## config.mk

```make
export PLATFORM = sky130hd
export DESIGN_NAME = spi_xfer_seq
export DESIGN_NICKNAME = d
export VERILOG_FILES = /design/src/rtl/spi_xfer_seq.sv
export SDC_FILE = /design/constraint.sdc
export NUM_CORES = 1
export LEC_CHECK = 0
export ABC_AREA = 1
export BUFFER_PORTS_ARGS = -buffer_cell sky130_fd_sc_hd__clkbuf_2
export CAP_MARGIN = 20
export CORE_MARGIN = 2
export CORE_UTILIZATION = 40
export CTS_BUF_LIST = sky130_fd_sc_hd__clkbuf_8
export CTS_CLUSTER_SIZE = 40
export DETAILED_ROUTE_END_ITERATION = 12
export GPL_TIMING_DRIVEN = 0
export PLACE_DENSITY = 0.66
export SLEW_MARGIN = 10
export SYNTH_ARGS = -nofsm -noshare
export SYNTH_HDL_FRONTEND = slang
export SYNTH_SLANG_ARGS = --single-unit
```

## constraint.sdc

```tcl
create_clock -name wb_clk_i -period 5.79 [get_ports wb_clk_i]
set_input_delay 1.158 -clock wb_clk_i [delete_from_list [all_inputs] [get_ports wb_clk_i]]
set_output_delay 1.158 -clock wb_clk_i [all_outputs]
set_load 0.02 [all_outputs]
```

## src/rtl/spi_xfer_seq.sv

```systemverilog
// spi_xfer_seq
//   Wishbone-master transfer sequencer for the spi core. It takes one
//   transfer request per valid/ready handshake and programs the core:
//   DIVIDE, SS, TX_0, then CTRL with GO set. It then waits for the core
//   interrupt, reads RX_0 and returns that word on a response handshake.
//   DIVIDE and SS writes are skipped when the cached value matches.
//
// Handshakes (valid/ready): a transfer happens on a rising wb_clk_i edge
//   where valid and ready are both 1. A producer holds valid and its
//   payload stable until that edge. Here req_ready is 1 only in IDLE.
//   rsp_valid, rsp_data and rsp_err stay stable until rsp_ready is seen.
//
// Ports
//   wb_clk_i, wb_rst_i        clock, async active-high reset
//   req_valid/req_ready       request handshake
//   req_data/len/ss/div/mode  request payload (len 0 means 32 bits;
//                             mode = {lsb, tx_negedge, rx_negedge})
//   rsp_valid/rsp_ready       response handshake
//   rsp_data, rsp_err         RX word; 00 ok, 01 bus error, 10 timeout
//   m_*                       Wishbone master port to the core
//   spi_int_i                 core interrupt
//   dbg_state                 current FSM state (state_t encoding)

module spi_xfer_seq #(
  parameter int TIMEOUT_W = 20,
  parameter int SS_W      = 8,
  parameter int DIV_W     = 16
) (
  input  logic             wb_clk_i,
  input  logic             wb_rst_i,
  input  logic             req_valid,
  output logic             req_ready,
  input  logic [31:0]      req_data,
  input  logic [5:0]       req_len,
  input  logic [SS_W-1:0]  req_ss,
  input  logic [DIV_W-1:0] req_div,
  input  logic [2:0]       req_mode,
  output logic             rsp_valid,
  input  logic             rsp_ready,
  output logic [31:0]      rsp_data,
  output logic [1:0]       rsp_err,
  output logic             m_cyc_o,
  output logic             m_stb_o,
  output logic             m_we_o,
  output logic [4:0]       m_adr_o,
  output logic [31:0]      m_dat_o,
  output logic [3:0]       m_sel_o,
  input  logic [31:0]      m_dat_i,
  input  logic             m_ack_i,
  input  logic             m_err_i,
  input  logic             spi_int_i,
  output logic [2:0]       dbg_state
);

  typedef enum logic [2:0] {
    IDLE     = 3'd0,
    WR_DIV   = 3'd1,
    WR_SS    = 3'd2,
    WR_TX    = 3'd3,
    WR_CTRL  = 3'd4,
    WAIT_INT = 3'd5,
    RD_RX    = 3'd6,
    RESP     = 3'd7
  } state_t;

  localparam logic [4:0] ADR_TXRX = 5'h00;
  localparam logic [4:0] ADR_CTRL = 5'h10;
  localparam logic [4:0] ADR_DIV  = 5'h14;
  localparam logic [4:0] ADR_SS   = 5'h18;

  // Watchdog fires on the cycle the count would reach 2^TIMEOUT_W-1.
  localparam logic [TIMEOUT_W-1:0] WD_LAST = ~TIMEOUT_W'(1);

  state_t               state_q, state_d;
  logic [31:0]          data_q;
  logic [5:0]           len_q;
  logic [SS_W-1:0]      ss_q;
  logic [DIV_W-1:0]     div_q;
  logic [2:0]           mode_q;
  logic [DIV_W-1:0]     div_cache;
  logic [SS_W-1:0]      ss_cache;
  logic                 div_cache_vld, ss_cache_vld;
  logic [TIMEOUT_W-1:0] wd_q;

  logic        launch, bus_ok, bus_fail, wd_fire;
  logic        div_hit_in, ss_hit_in, ss_hit_q;
  logic        bus_we;
  logic [4:0]  bus_adr;
  logic [31:0] bus_dat;
  logic [31:0] ctrl_word;

  assign req_ready = (state_q == IDLE);
  assign rsp_valid = (state_q == RESP);
  assign m_sel_o   = m_cyc_o ? 4'hF : 4'h0;
  assign dbg_state = state_q;

  assign bus_ok   = m_cyc_o & m_ack_i & ~m_err_i;
  assign bus_fail = m_cyc_o & m_err_i;
  // Interrupt has priority over the watchdog.
  assign wd_fire  = (state_q == WAIT_INT) & ~spi_int_i & (wd_q == WD_LAST);

  // Skip decisions: on accept compare against the incoming request, later
  // against the latched copy.
  assign div_hit_in = div_cache_vld & (div_cache == req_div);
  assign ss_hit_in  = ss_cache_vld & (ss_cache == req_ss);
  assign ss_hit_q   = ss_cache_vld & (ss_cache == ss_q);

  always_comb begin
    ctrl_word       = '0;
    ctrl_word[6:0]  = (len_q == 6'd0) ? 7'd32 : {1'b0, len_q};
    ctrl_word[8]    = 1'b1;       // GO
    ctrl_word[9]    = mode_q[0];  // RX_NEGEDGE
    ctrl_word[10]   = mode_q[1];  // TX_NEGEDGE
    ctrl_word[11]   = mode_q[2];  // LSB
    ctrl_word[12]   = 1'b1;       // IE
    ctrl_word[13]   = 1'b1;       // ASS
  end

  always_comb begin
    bus_we  = 1'b1;
    bus_adr = ADR_TXRX;
    bus_dat = '0;
    case (state_q)
      WR_DIV:  begin bus_adr = ADR_DIV;  bus_dat = 32'(div_q); end
      WR_SS:   begin bus_adr = ADR_SS;   bus_dat = 32'(ss_q);  end
      WR_TX:   begin bus_adr = ADR_TXRX; bus_dat = data_q;     end
      WR_CTRL: begin bus_adr = ADR_CTRL; bus_dat = ctrl_word;  end
      RD_RX:   begin bus_adr = ADR_TXRX; bus_we = 1'b0;        end
      default: ;
    endcase
  end

  // Next state. Access states launch a cycle whenever the bus is idle; the
  // cycle after an ack/err always has cyc low, which gives the gap between
  // back-to-back accesses.
  always_comb begin
    state_d = state_q;
    launch  = 1'b0;
    case (state_q)
      IDLE: begin
        if (req_valid) begin
          if (!div_hit_in)     state_d = WR_DIV;
          else if (!ss_hit_in) state_d = WR_SS;
          else                 state_d = WR_TX;
        end
      end
      WR_DIV, WR_SS, WR_TX, WR_CTRL, RD_RX: begin
        if (!m_cyc_o) begin
          launch = 1'b1;
        end else if (bus_fail) begin
          state_d = RESP;
        end else if (bus_ok) begin
          case (state_q)
            WR_DIV:  state_d = ss_hit_q ? WR_TX : WR_SS;
            WR_SS:   state_d = WR_TX;
            WR_TX:   state_d = WR_CTRL;
            WR_CTRL: state_d = WAIT_INT;
            default: state_d = RESP;
          endcase
        end
      end
      WAIT_INT: begin
        if (spi_int_i)    state_d = RD_RX;
        else if (wd_fire) state_d = RESP;
      end
      RESP: begin
        if (rsp_ready) state_d = IDLE;
      end
      default: state_d = IDLE;
    endcase
  end

  always_ff @(posedge wb_clk_i or posedge wb_rst_i) begin
    if (wb_rst_i) begin
      state_q       <= IDLE;
      data_q        <= '0;
      len_q         <= '0;
      ss_q          <= '0;
      div_q         <= '0;
      mode_q        <= '0;
      div_cache     <= '0;
      ss_cache      <= '0;
      div_cache_vld <= 1'b0;
      ss_cache_vld  <= 1'b0;
      wd_q          <= '0;
      rsp_data      <= '0;
      rsp_err       <= 2'b00;
      m_cyc_o       <= 1'b0;
      m_stb_o       <= 1'b0;
      m_we_o        <= 1'b0;
      m_adr_o       <= '0;
      m_dat_o       <= '0;
    end else begin
      state_q <= state_d;

      if (state_q == IDLE && req_valid) begin
        data_q <= req_data;
        len_q  <= req_len;
        ss_q   <= req_ss;
        div_q  <= req_div;
        mode_q <= req_mode;
      end

      if (launch) begin
        m_cyc_o <= 1'b1;
        m_stb_o <= 1'b1;
        m_we_o  <= bus_we;
        m_adr_o <= bus_adr;
        m_dat_o <= bus_dat;
      end else if (m_cyc_o && (m_ack_i || m_err_i)) begin
        m_cyc_o <= 1'b0;
        m_stb_o <= 1'b0;
        m_we_o  <= 1'b0;
        m_adr_o <= '0;
        m_dat_o <= '0;
      end

      if (bus_ok) begin
        case (state_q)
          WR_DIV: begin div_cache <= div_q; div_cache_vld <= 1'b1; end
          WR_SS:  begin ss_cache  <= ss_q;  ss_cache_vld  <= 1'b1; end
          RD_RX:  begin rsp_data  <= m_dat_i; rsp_err <= 2'b00; end
          default: ;
        endcase
      end

      // A failed access or a dead core leaves the core's register contents
      // unknown, so neither cache can be trusted afterwards.
      if (bus_fail || wd_fire) begin
        div_cache_vld <= 1'b0;
        ss_cache_vld  <= 1'b0;
        rsp_data      <= '0;
        rsp_err       <= bus_fail ? 2'b01 : 2'b10;
      end

      if (state_q == WAIT_INT) wd_q <= wd_q + TIMEOUT_W'(1);
      else                     wd_q <= '0;
    end
  end

endmodule
```

Word level (Yosys, flattened, before mapping):

Cells that the tools add are included.

* bitwise operators: 10
* order comparisons: 0
* equality and inequality tests: 16
* reductions and logical operators: 18
* div/mod/pow operators: 0
* add/subtract/negate cells: 1
* shift operators: 0
* $mul: 0
* muxes and demuxes: 40

Operators with widths (number)
* 2-to-1 mux 32 bit: 5
* case mux 32 bit (4 select lines): 1
* case mux 3 bit (4 select lines): 2
* 2-to-1 mux 3 bit: 7
* adder 20 x 1 -> 20 bit (second input constant): 1
* equality test 20 bit (second input constant): 1
* 2-to-1 mux 20 bit: 1
* equality test 16 bit: 1
* equality test 8 bit: 2
* case mux 5 bit (3 select lines): 1
* 2-to-1 mux 1 bit: 14
* equality test 3 bit (second input constant): 4
* 2-to-1 mux 2 bit: 5
* 2-to-1 mux 5 bit: 2
* AND reduction 2 bit: 5
* nonzero test 2 bit: 5
* bitwise AND 1 bit: 8
* equality test 3 x 2 -> 1 bit (second input constant): 2
* logical NOT 6 bit: 1
* 2-to-1 mux 6 bit: 1
* != test 3 bit (second input constant): 2
* AND reduction 5 bit: 1
* OR reduction 5 bit: 1
* 2-to-1 mux 4 bit: 1
* 7 further kinds: 11

* register bits after elaboration: 187
* bits in writable memories: 0
* memories kept: 0
* memory bits (read-only): 0
* latch bits: 0
* word-level logic and storage cells: 102
* output and inout port bits: 83

Depth between registers and ports, before layout:

Gate-level depths: netlist of the first run.

* word-level depth: 8
* gate-level depth with buffers: 13
* depth with buffers taken out: 12

Worst setup path after synthesis of the first run:

OpenSTA, ideal clock, no wires.

* path kind: register -> output
* from: register state_q[2] (netlist: dbg_state[2])
* to: output port rsp_valid
* arrival time: 1.003 ns
* stages on the path, launching flop included: 3
* setup slack: 3.629 ns
* path through: dfrtp_1 -> inv_2 -> nor2_1

* cells in the longest elaborated chain, start to end: 1

RTL lines
* start: declaration: line 74 `state_t state_q, state_d;`
* start signal: assignment: line 194 `state_q <= state_d;`
* equality test 3 bit: line 93 `assign rsp_valid = (state_q == RESP);`
* end: declaration: line 38 `output logic rsp_valid,`

No other way between the ends.

Worst setup path after layout of the first run:

Ends and elaborated chain as after synthesis.

==> qor.yml, run 1 <==
status: "finished clean"
r2r_cells: 7
power.total_w: 0.00471
crit_fanout: 8
p_per_area_nw_per_um2: 464
hold_buffers: 0
p_leak_nw: 5.11
synth_ff_type: "dfrtp_1"
ys_types: 36
htreeDepth: 4
tightest_slew_ns: 0.665
synthToLayoutAreaGrowth_pct: 21.3
grtUsageTotal_pct: 20.8
synth_edf_count: 0
ys.warnings.count: 0
slowest_stage: "dfrtp_1"
synth_area_leaders: "dfrtp_1, nand2_1, a21oi_1"
vias_per_cell: 4.95
root_buffer: "clkbuf_8"
final_net_count: 1263
cts_resized: 0
cts_tree: "yes"
drc: 0
synth_top_cell_by_area: "dfrtp_1"
syn_area_um2: 8370
hp-start: "wd_q[0]"
cp_slowest_stage_delay_ns: 0.48
crit_arrival_ns: 1.60
yosysTopAreaCellShare_pct: 55.3
start_util_pct: 41.1
yosysSeqAreaShare_pct: 55.3
timing.slew.headroom_pct: 55.2
worstHoldEndpoint: "wd_q[0]"
die-width_um: 149
cpLargestDelayFamily: "flip-flops"
min_path_type: "flop to flop"
drive_gt1_share_pct: 26.6
rsz0062_at_grt: "no"
antenna_found_initial: 1
synthTopCellsByCount: "nand2_1, dfrtp_1, nor2_1"
maxCapViolations: 0
vias: 7128
finalWirelength_um: 22400
grt_overflow_total: 0
peakVddDrop_uv: 176
dr.pass1.iters: 5
rows: 52
n_antenna_cell: 0
period_share_pct: 47.6
r2r_setup_slack_ns: 3.79
fin_setup_tns_ns: 0
drt_iter0_drc: 348
final.setup.worst_slack_ns: 3.04
rr_startpoint: "m_stb_o"
hold_path_depth: 1
portBuffers: 184
cts_max_path_buffers: 2
ios: 187
first_global_vias: 7007
slew_viol_final: 0
coreArea_um2: 20400
place_ws_ns: 3.14
crit_buf_inv: 2
clk_pin_slew_ns: 0.11
grt_max_degree: 39
ys_seq_elements: 185
cp_cell_sequence: "inv_2 -> nor2_1 -> clkbuf_2"
wl_per_cell_um: 15.5
synth_area_per_cell_um2: 8.82
synth.most_common_cell: "nand2_1"
setup_viol: 0
syn-instance-count: 948
chipHeight_um: 149
postRouteAntennaNets: 0
hold_violations: 0
synth-async-reset-ratio_pct: 100
min_period_ns: 2.75
skew_ns: 0.0167
clkSinkCount: 185
endpoint_kind: "output pin"
cts_made_buffers: 17
critPathKind: "flop to output pin"
r2r-end: "m_dat_o[6]"
post-cts-setup-buffer-count: 0
gp_congestion: 0.856
timing.fmax_ghz: 0.363
clk_latency_ns: 0.48
grt_pass1_wl_um: 36000
hpwl_um: 17000
cp.required_ns: 4.63
die-area_um2: 22100
start_kind: "flop"
-- power breakdown --
| part | total (W) | leakage, nW | switching, W | internal, W |
|---|---|---|---|---|
| Clock | 0.000893 | 0.207 | 0.000555 | 0.000339 |
| Sequential | 0.00197 | 2.36 | 0.000260 | 0.00171 |
| Combinational | 0.00185 | 2.55 | 0.00119 | 0.000665 |
-- stage by stage --
| step | area, µm² | instances | utilization [%] | hold slack [ns] |
|---|---|---|---|---|
| 6_report | 10200 | 1440 | 49.8 | 0.495 |
| 3_3_place_gp | 9630 | 1403 | 47.3 | 0.468 |
| 3_5_place_dp | 9730 | 1408 | 47.8 | 0.478 |
| 2_1_floorplan | 8370 | 949 | - | 0.453 |
| 5_1_grt | 10200 | 1440 | 49.8 | 0.524 |
| 4_1_cts | 10200 | 1440 | 49.8 | 0.500 |
-- logic make-up after synthesis --
logic type / count (synthesis) / synth area share [%]
muxes: 24 / 3.23
AOI/OAI and AO/OA: 196 / 12.5
xor gates and xnor gates: 13 / 1.36
buffers and inverters: 152 / 8.23
adders and majority gates: 2 / 0.299
DFF: 185 / 55.3
and+or+nand+nor: 375 / 19.0
other: 1 / 0.0448
-- layout by cell type, fill, tap and decap left out, drive strengths merged --
cell type and instances:
nand4 5, dfrtp 185, a221oi 8, a21boi 1
nor3 10, or2 1, buf 43, nand3 53
clkinv 4, mux2 24, nor3b 1, o22ai 12
xnor2 9, o211ai 1, o21a 2, clkinvlp 2
a21oi 83, conb 2, a31oi 3, clkbuf 210
xor2 4, a22oi 2, nand2 194, ha 2
o21ai 84, inv 114, nor2 111
-- state kept, by name (all words and copies together), names as in the netlist, 8 cells and up --
signal and count:
ss_cache 8, wd_q 20, data_q 32, ss_q 8, m_dat_o 32, div_q 16, rsp_data 32, div_cache 16
-- worst max-delay path by stage --
stage,from,end,cells after the start
3_5_place_dp,m_err_i,m_dat_o[6],8
6_report,dbg_state[2],rsp_valid,3
3_3_place_gp,wb_rst_i,data_q[24],2
2_1_floorplan,wb_rst_i,data_q[0],1
5_1_grt,dbg_state[2],rsp_valid,3
4_1_cts,dbg_state[1],req_ready,5
-- metal layers --
metal  GRT usage (%)  wire length [µm]  up-vias
met2            33.5             10800      173
met4            8.14               552        2
met1            28.0              9920     3428
met5               0                14        -
li1                -                 -     3486
met3            3.71              1110       39
-- final cells by class --
cell class              instances  area, µm²
fillers                      1991      10200
flip-flops and latches        185       4630
multi-input cells             612       3050
repair buffers                189       1020
inverters                     105        400
well taps                     270        338
plain buffers                  47        292
clock buffers                  17        234
clock inverters                15        185
Note: power is estimated with default switching activity, not from simulation.
==> inputs of run 2 (changes only) <==
Settings changed: PLACE_DENSITY 0.66 to 0.64.
Clock period 5.79 ns to 2.8 ns, I/O delays scaled along.
==> qor.yml, run 2 (synthesis results as in run 1) <==
skew_ns: 0.0149  # was 0.0167 ns
critPathKind: "flop to output pin"  # unchanged
endpoint_kind: "output pin"  # unchanged
finalWirelength_um: 22500  # was 22400 µm
setup_viol: 0  # unchanged
die-area_um2: 22100  # unchanged
final_common_cell: "nand2_1"  # unchanged
timing.slew.headroom_pct: 59.8  # was 55.2%
first_global_vias: 6894  # was 7007
cts_resized: 0  # unchanged
period_share_pct: 76.1
largestRegisters: "data_q x32, m_dat_o x32, rsp_data x32"  # unchanged
clkSinkCount: 185  # unchanged
dr.pass1.iters: 5  # unchanged
status: "finished clean"  # unchanged
power.total_w: 0.00986  # was 0.00471 W
clk_latency_ns: 0.48  # about the same
grt_max_degree: 38  # was 39
post-route-util_pct: 50.1  # was 49.8%
post-cts-setup-buffer-count: 0  # unchanged
tightest_slew_ns: 0.604  # was 0.665 ns
cts_tree: "yes"  # unchanged
final_net_count: 1264  # was 1263
cp.required_ns: 2.24  # was 4.63 ns
grt_pass1_wl_um: 36000  # about the same
cts_made_buffers: 17  # unchanged
htreeDepth: 4  # unchanged
start_util_pct: 41.1  # unchanged
timing.fmax_ghz: 0.469
portBuffers: 184  # unchanged
peakVddDrop_uv: 411  # was 176 µV
crit_arrival_ns: 1.57  # was 1.60 ns
chipHeight_um: 149  # unchanged
clk_pin_slew_ns: 0.11  # about the same
vias_per_cell: 4.92  # was 4.95
hold_violations: 0  # unchanged
synthToLayoutAreaGrowth_pct: 22.0  # was 21.3%
n_antenna_cell: 0  # unchanged
rows: 52  # unchanged
gp_congestion: 0.845  # was 0.856
slowest_stage: "dfrtp_1"  # unchanged
root_buffer: "clkbuf_8"  # unchanged
rsz0062_at_grt: "no"  # unchanged
drive_gt1_share_pct: 26.6  # about the same
cp_cell_sequence: "buf_4 -> nand2_1 -> nor2_1 -> clkbuf_2"  # was inv_2 -> nor2_1 -> clkbuf_2
hold_buffers: 0  # unchanged
grtUsageTotal_pct: 21.0  # was 20.8%
die-width_um: 149  # unchanged
cts_max_path_buffers: 2  # unchanged
hpwl_um: 17100  # was 17000 µm
placed_area_um2: 9760  # was 9730 µm²
place_ws_ns: 0.783  # was 3.14 ns
wl_per_cell_um: 15.6  # was 15.5 µm
drt_iter0_drc: 472  # was 348
coreArea_um2: 20400  # unchanged
p_per_area_nw_per_um2: 967  # was 464 nW/µm²
drc: 0  # unchanged
fill_cells: 2001  # was 1991
mostFrequentLayoutCells: "nand2_1, clkbuf_2, dfrtp_1"  # unchanged
grt_overflow_total: 0  # unchanged
crit_fanout: 8  # unchanged
final.setup.worst_slack_ns: 0.668  # was 3.04 ns
min_path_type: "input pin to asynchronous set/reset pin"  # was flop to flop
min_period_ns: 2.13
antenna_found_initial: 0  # was 1
maxCapViolations: 0  # unchanged
postRouteAntennaNets: 0  # unchanged
r2r-end: "m_dat_o[10]"  # was m_dat_o[6]
vias: 7084  # was 7128
slew_viol_final: 0  # unchanged
r2r_cells: 8  # was 7
cpLargestDelayFamily: "buffers and inverters"  # was flip-flops
rr_startpoint: "dbg_state[1]"  # was m_stb_o
p_leak_nw: 5.14  # was 5.11 nW
crit_buf_inv: 2  # unchanged
r2r_setup_slack_ns: 0.77  # was 3.79 ns
cp_slowest_stage_delay_ns: 0.42  # was 0.48 ns
ios: 187  # unchanged
postLayoutCellArea_um2: 10200  # about the same
start_kind: "flop"  # unchanged
## run 2: cell types whose count changed in the layout (fill, tap and decap cells not counted)
cell | previous run | this run
inv_8 | 4 | 5
buf_16 | 0 | 1
clkinvlp_4 | 2 | 1
clkinv_4 | 0 | 1
inv_6 | 4 | 2
bufinv_16 | 0 | 1
## run 2: where the power goes
group | switching [W] | total [W] | leakage [nW] | internal, W
clock network | 0.00115 | 0.00194 | 0.222 | 0.000792
registers | 0.000542 | 0.00408 | 2.36 | 0.00353
logic | 0.00246 | 0.00384 | 2.56 | 0.00138
## run 2: cell type report
type	instances	area, µm²	area share [%]
Clock inverter	15	210	2.06
Sequential cell	185	4630	45.4
Inverter	105	400	3.92
Timing Repair Buffer	190	1050	10.3
Tap cell	270	338	3.31
Buffer	47	292	2.86
Multi-Input combinational cell	612	3050	29.9
Clock buffer	17	234	2.29
## run 2: per-layer routing
metal / wire [µm] / GRT usage [%] / vias to the layer above / part of all wire (%)
li1: - / - / 3482 / -
met1: 10300 / 29.1 / 3425 / 46
met2: 11000 / 34.4 / 164 / 49
met3: 1020 / 4.05 / 13 / 4.6
met4: 176 / 4.95 / 0 / 0.78
met5: 0 / 0 / - / 0
## run 2: stage by stage
step / hold slack [ns] / setup TNS, ns / std cells
final: 0.107 / 0 / 1441
after global placement: 0.470 / -251.16 / 1403
after global routing: 0.136 / 0 / 1441
after floorplan: 0.453 / -25.63 / 949
after detailed placement: 0.473 / 0 / 1409
after CTS: 0.0973 / 0 / 1441
## run 2: how the worst max path moves through the flow
| stage | startpoint | end | slack [ns] | cells after the start |
|---|---|---|---|---|
| floorplan | wb_rst_i | data_q[0] | -0.14 | 1 |
| global placement | wb_rst_i | m_dat_o[24] | -1.38 | 2 |
| detailed placement | m_err_i | m_dat_o[4] | 0.78 | 8 |
| CTS | dbg_state[1] | rsp_valid | 0.65 | 4 |
| global route | dbg_state[2] | req_ready | 0.59 | 4 |
| finish | dbg_state[1] | rsp_valid | 0.67 | 4 |
==> inputs of run 3 (changes only) <==
Settings changed: ABC_AREA 1 to 0, PLACE_DENSITY 0.64 to 0.66.
Clock period 2.8 ns to 1.7 ns, I/O delays scaled along.
==> qor.yml, run 3 <==
status: "complete, but fails checks"  # was finished clean
violations: "setup timing"
dpl.cell_count: 1175  # was 1409
start_kind: "flop"  # unchanged
cp.required_ns: 2.06  # was 2.24 ns
coreArea_um2: 20200  # was 20400 µm²
synthAdderAreaFrac_pct: 0.427  # was 0.299%
yosys.area_share.xor_xnor_pct: 5.13  # was 1.36%
final.setup.worst_slack_ns: -0.374  # was 0.668 ns
n_antenna_cell: 0  # unchanged
synth_area_per_cell_um2: 11.5  # was 8.82 µm²
final_net_count: 1082  # was 1264
ys_seq_elements: 185  # unchanged
gp_congestion: 0.832  # was 0.845
hold_violations: 0  # unchanged
drive_gt1_share_pct: 48.6  # was 26.6%
critPathKind: "flop to flop"  # was flop to output pin
vias: 6548  # was 7084
grt_overflow_total: 0  # unchanged
grt_pass1_wl_um: 36800  # was 36000 µm
grt_max_degree: 38  # unchanged
timing.slew.headroom_pct: 58.6  # was 59.8%
min_period_ns: 2.07
synthToLayoutAreaGrowth_pct: 40.1  # was 22.0%
stdcell_count: 1258  # was 1441
rows: 52  # unchanged
syn-instance-count: 715  # was 948
synth_ff_type: "dfrtp_1"  # unchanged
skew_ns: 0.0128  # was 0.0149 ns
ys.warnings.count: 0  # unchanged
postRouteAntennaNets: 0  # unchanged
cts_max_path_buffers: 2  # unchanged
syn_area_um2: 8200  # was 8370 µm²
cp_cell_sequence: "buf_6 -> or3_4 -> buf_6 -> inv_4 -> and2_4 -> buf_12 -> buf_12 -> buf_12 -> mux2_4"  # was buf_4 -> nand2_1 -> nor2_1 -> clkbuf_2
clk_pin_slew_ns: 0.10  # was 0.11 ns
cp_slowest_stage_delay_ns: 0.44  # was 0.42 ns
final_common_cell: "clkbuf_2"  # was nand2_1
min_path_type: "input pin to flop"  # was input pin to asynchronous set/reset pin
die-area_um2: 21700  # was 22100 µm²
period_share_pct: 122
crit_top_cell: "buf_12"
yosysSeqAreaShare_pct: 56.5  # was 55.3%
maxCapViolations: 0  # unchanged
finalWirelength_um: 23600  # was 22500 µm
synth-async-reset-ratio_pct: 100  # unchanged
synthMuxAreaShare_pct: 14.2  # was 3.23%
rsz0062_at_grt: "yes"  # was no
chipHeight_um: 147  # was 149 µm
antenna_found_initial: 0  # unchanged
first_global_vias: 6518  # was 6894
power.total_w: 0.0188  # was 0.00986 W
p_leak_nw: 5.54  # was 5.14 nW
p_per_area_nw_per_um2: 1640  # was 967 nW/µm²
yosys.area_share.simple_pct: 11.1  # was 19.0%
crit_arrival_ns: 2.43  # was 1.57 ns
clk_latency_ns: 0.48  # about the same
clkSinkCount: 185  # unchanged
cts_made_buffers: 17  # unchanged
start_util_pct: 40.6  # was 41.1%
drt_iter0_drc: 286  # was 472
crit_fanout: 8  # unchanged
ys_types: 48  # was 36
synth_top_cell_by_area: "dfrtp_1"  # unchanged
synthTopCellsByCount: "dfrtp_1, nand2_1, mux2_2"  # was nand2_1, dfrtp_1, nor2_1
setup_viol: 152  # was 0
synth.most_common_cell: "dfrtp_1"  # was nand2_1
ios: 187  # unchanged
slowest_stage: "dfrtp_2"  # was dfrtp_1
htreeDepth: 4  # unchanged
synth_area_leaders: "dfrtp_1, mux2_2, nand2_1"  # was dfrtp_1, nand2_1, a21oi_1
portBuffers: 184  # unchanged
slew_viol_final: 0  # unchanged
yosysTopAreaCellShare_pct: 56.5  # was 55.3%
synth_edf_count: 0  # unchanged
grtUsageTotal_pct: 21.8  # was 21.0%
root_buffer: "clkbuf_8"  # unchanged
die-width_um: 147  # was 149 µm
synth_top_family_by_area: "multiplexers"  # was simple AND/OR/NAND/NOR gates
dr.pass1.iters: 4  # was 5
mostFrequentLayoutCells: "clkbuf_2, dfrtp_1, nand2_1"  # was nand2_1, clkbuf_2, dfrtp_1
tightest_slew_ns: 0.620  # was 0.604 ns
post-route-util_pct: 56.9  # was 50.1%
cts_tree: "yes"  # unchanged
peakVddDrop_uv: 674  # was 411 µV
wl_per_cell_um: 18.8  # was 15.6 µm
hpwl_um: 15800  # was 17100 µm
vias_per_cell: 5.21  # was 4.92
timing.fmax_ghz: 0.482
hold_ws_ns: 0.0739  # was 0.107 ns
drc: 0  # unchanged
largestRegisters: "data_q x32, m_dat_o x32, rsp_data x32"  # unchanged
synth_compound_area_share_pct: 9.19  # was 12.5%
fin_setup_tns_ns: -30.62  # was 0 ns
endpoint_kind: "flop"  # was output pin
## run 3: changes by cell type in the layout (fill, tap and decap cells not counted), moves of 18 or more
cell and change:
nand2_1 -97, inv_1 -87, nor2_1 -71, a21oi_1 -67, mux2_4 +64, o21ai_0 -62
nand3_1 -42, a21oi_2 +35, xor2_1 +34, a22o_1 +27, buf_4 +21, buf_2 -18
## run 3: routing by layer
metal  share of wire (%)  global-route usage [%]  vias up
met5                   0                       0        -
met4                 1.7                    5.14        0
met3                 4.4                    3.82       26
met2                  51                    36.9      215
met1                  43                    29.3     3295
li1                    -                       -     3012
## run 3: stage by stage
step	setup slack [ns]	area, µm²
3_3_place_gp	-2.28	9520
3_5_place_dp	-0.570	9620
4_1_cts	-0.427	11200
5_1_grt	-0.402	11500
2_1_floorplan	-1.02	8260
6_report	-0.374	11500
## run 3: critical path, delay by kind of cell (launching register included)
kind                   cells  cell delay, ns
and+or+nand+nor            2            0.48
buffers and inverters      6            0.74
muxes                      1            0.30
DFF                        1            0.44
## run 3: final timing paths
check | startpoint | to | slack, ns | cells after the start
setup / recovery | dbg_state[2] | mode_q[0] | -0.37 | 9
hold / removal | m_dat_i[7] | rsp_data[7] | 0.07 | 3
setup reg to reg | dbg_state[2] | mode_q[0] | -0.37 | 9
hold reg to reg | m_dat_o[14] | m_dat_o[14] | 0.48 | 2
max in group asynchronous | wb_rst_i | data_q[14] | 0.42 | 5
min in group asynchronous | wb_rst_i | rsp_data[4] | 0.47 | 3
## run 3: cells by family after synthesis
kind of cell | after synthesis
simple gates | 199
other cells | 1
xor+xnor | 48
flops | 185
compound gates | 119
mux | 105
buf+inv | 55
fa+ha+maj | 3
## run 3: area by class of cell
| type | instances | area, µm² |
|---|---|---|
| clock inverters | 13 | 168 |
| well taps | 270 | 338 |
| fillers | 1686 | 8690 |
| multi-input cells | 477 | 3880 |
| flip-flops and latches | 185 | 4630 |
| repair buffers | 247 | 1750 |
| plain buffers | 39 | 427 |
| clock buffers | 18 | 248 |
| inverters | 9 | 40.0 |
## run 3: what timing repair did
action	4_1_cts	5_1_grt
pin swaps	8	18
setup buffers	34	21
endpoints found under the setup margin	171	164
hold buffers	1	0
gates cloned	12	2
resized for setup	178	97
endpoints found under the hold margin	20	0
## run 3: power by group
part           leakage (nW)  internal, W  switching, W  total (W)
clock network         0.212      0.00150       0.00164    0.00314
logic                  2.91      0.00442       0.00429    0.00872
registers              2.42      0.00587       0.00112    0.00698
total                  5.54       0.0118       0.00705     0.0188
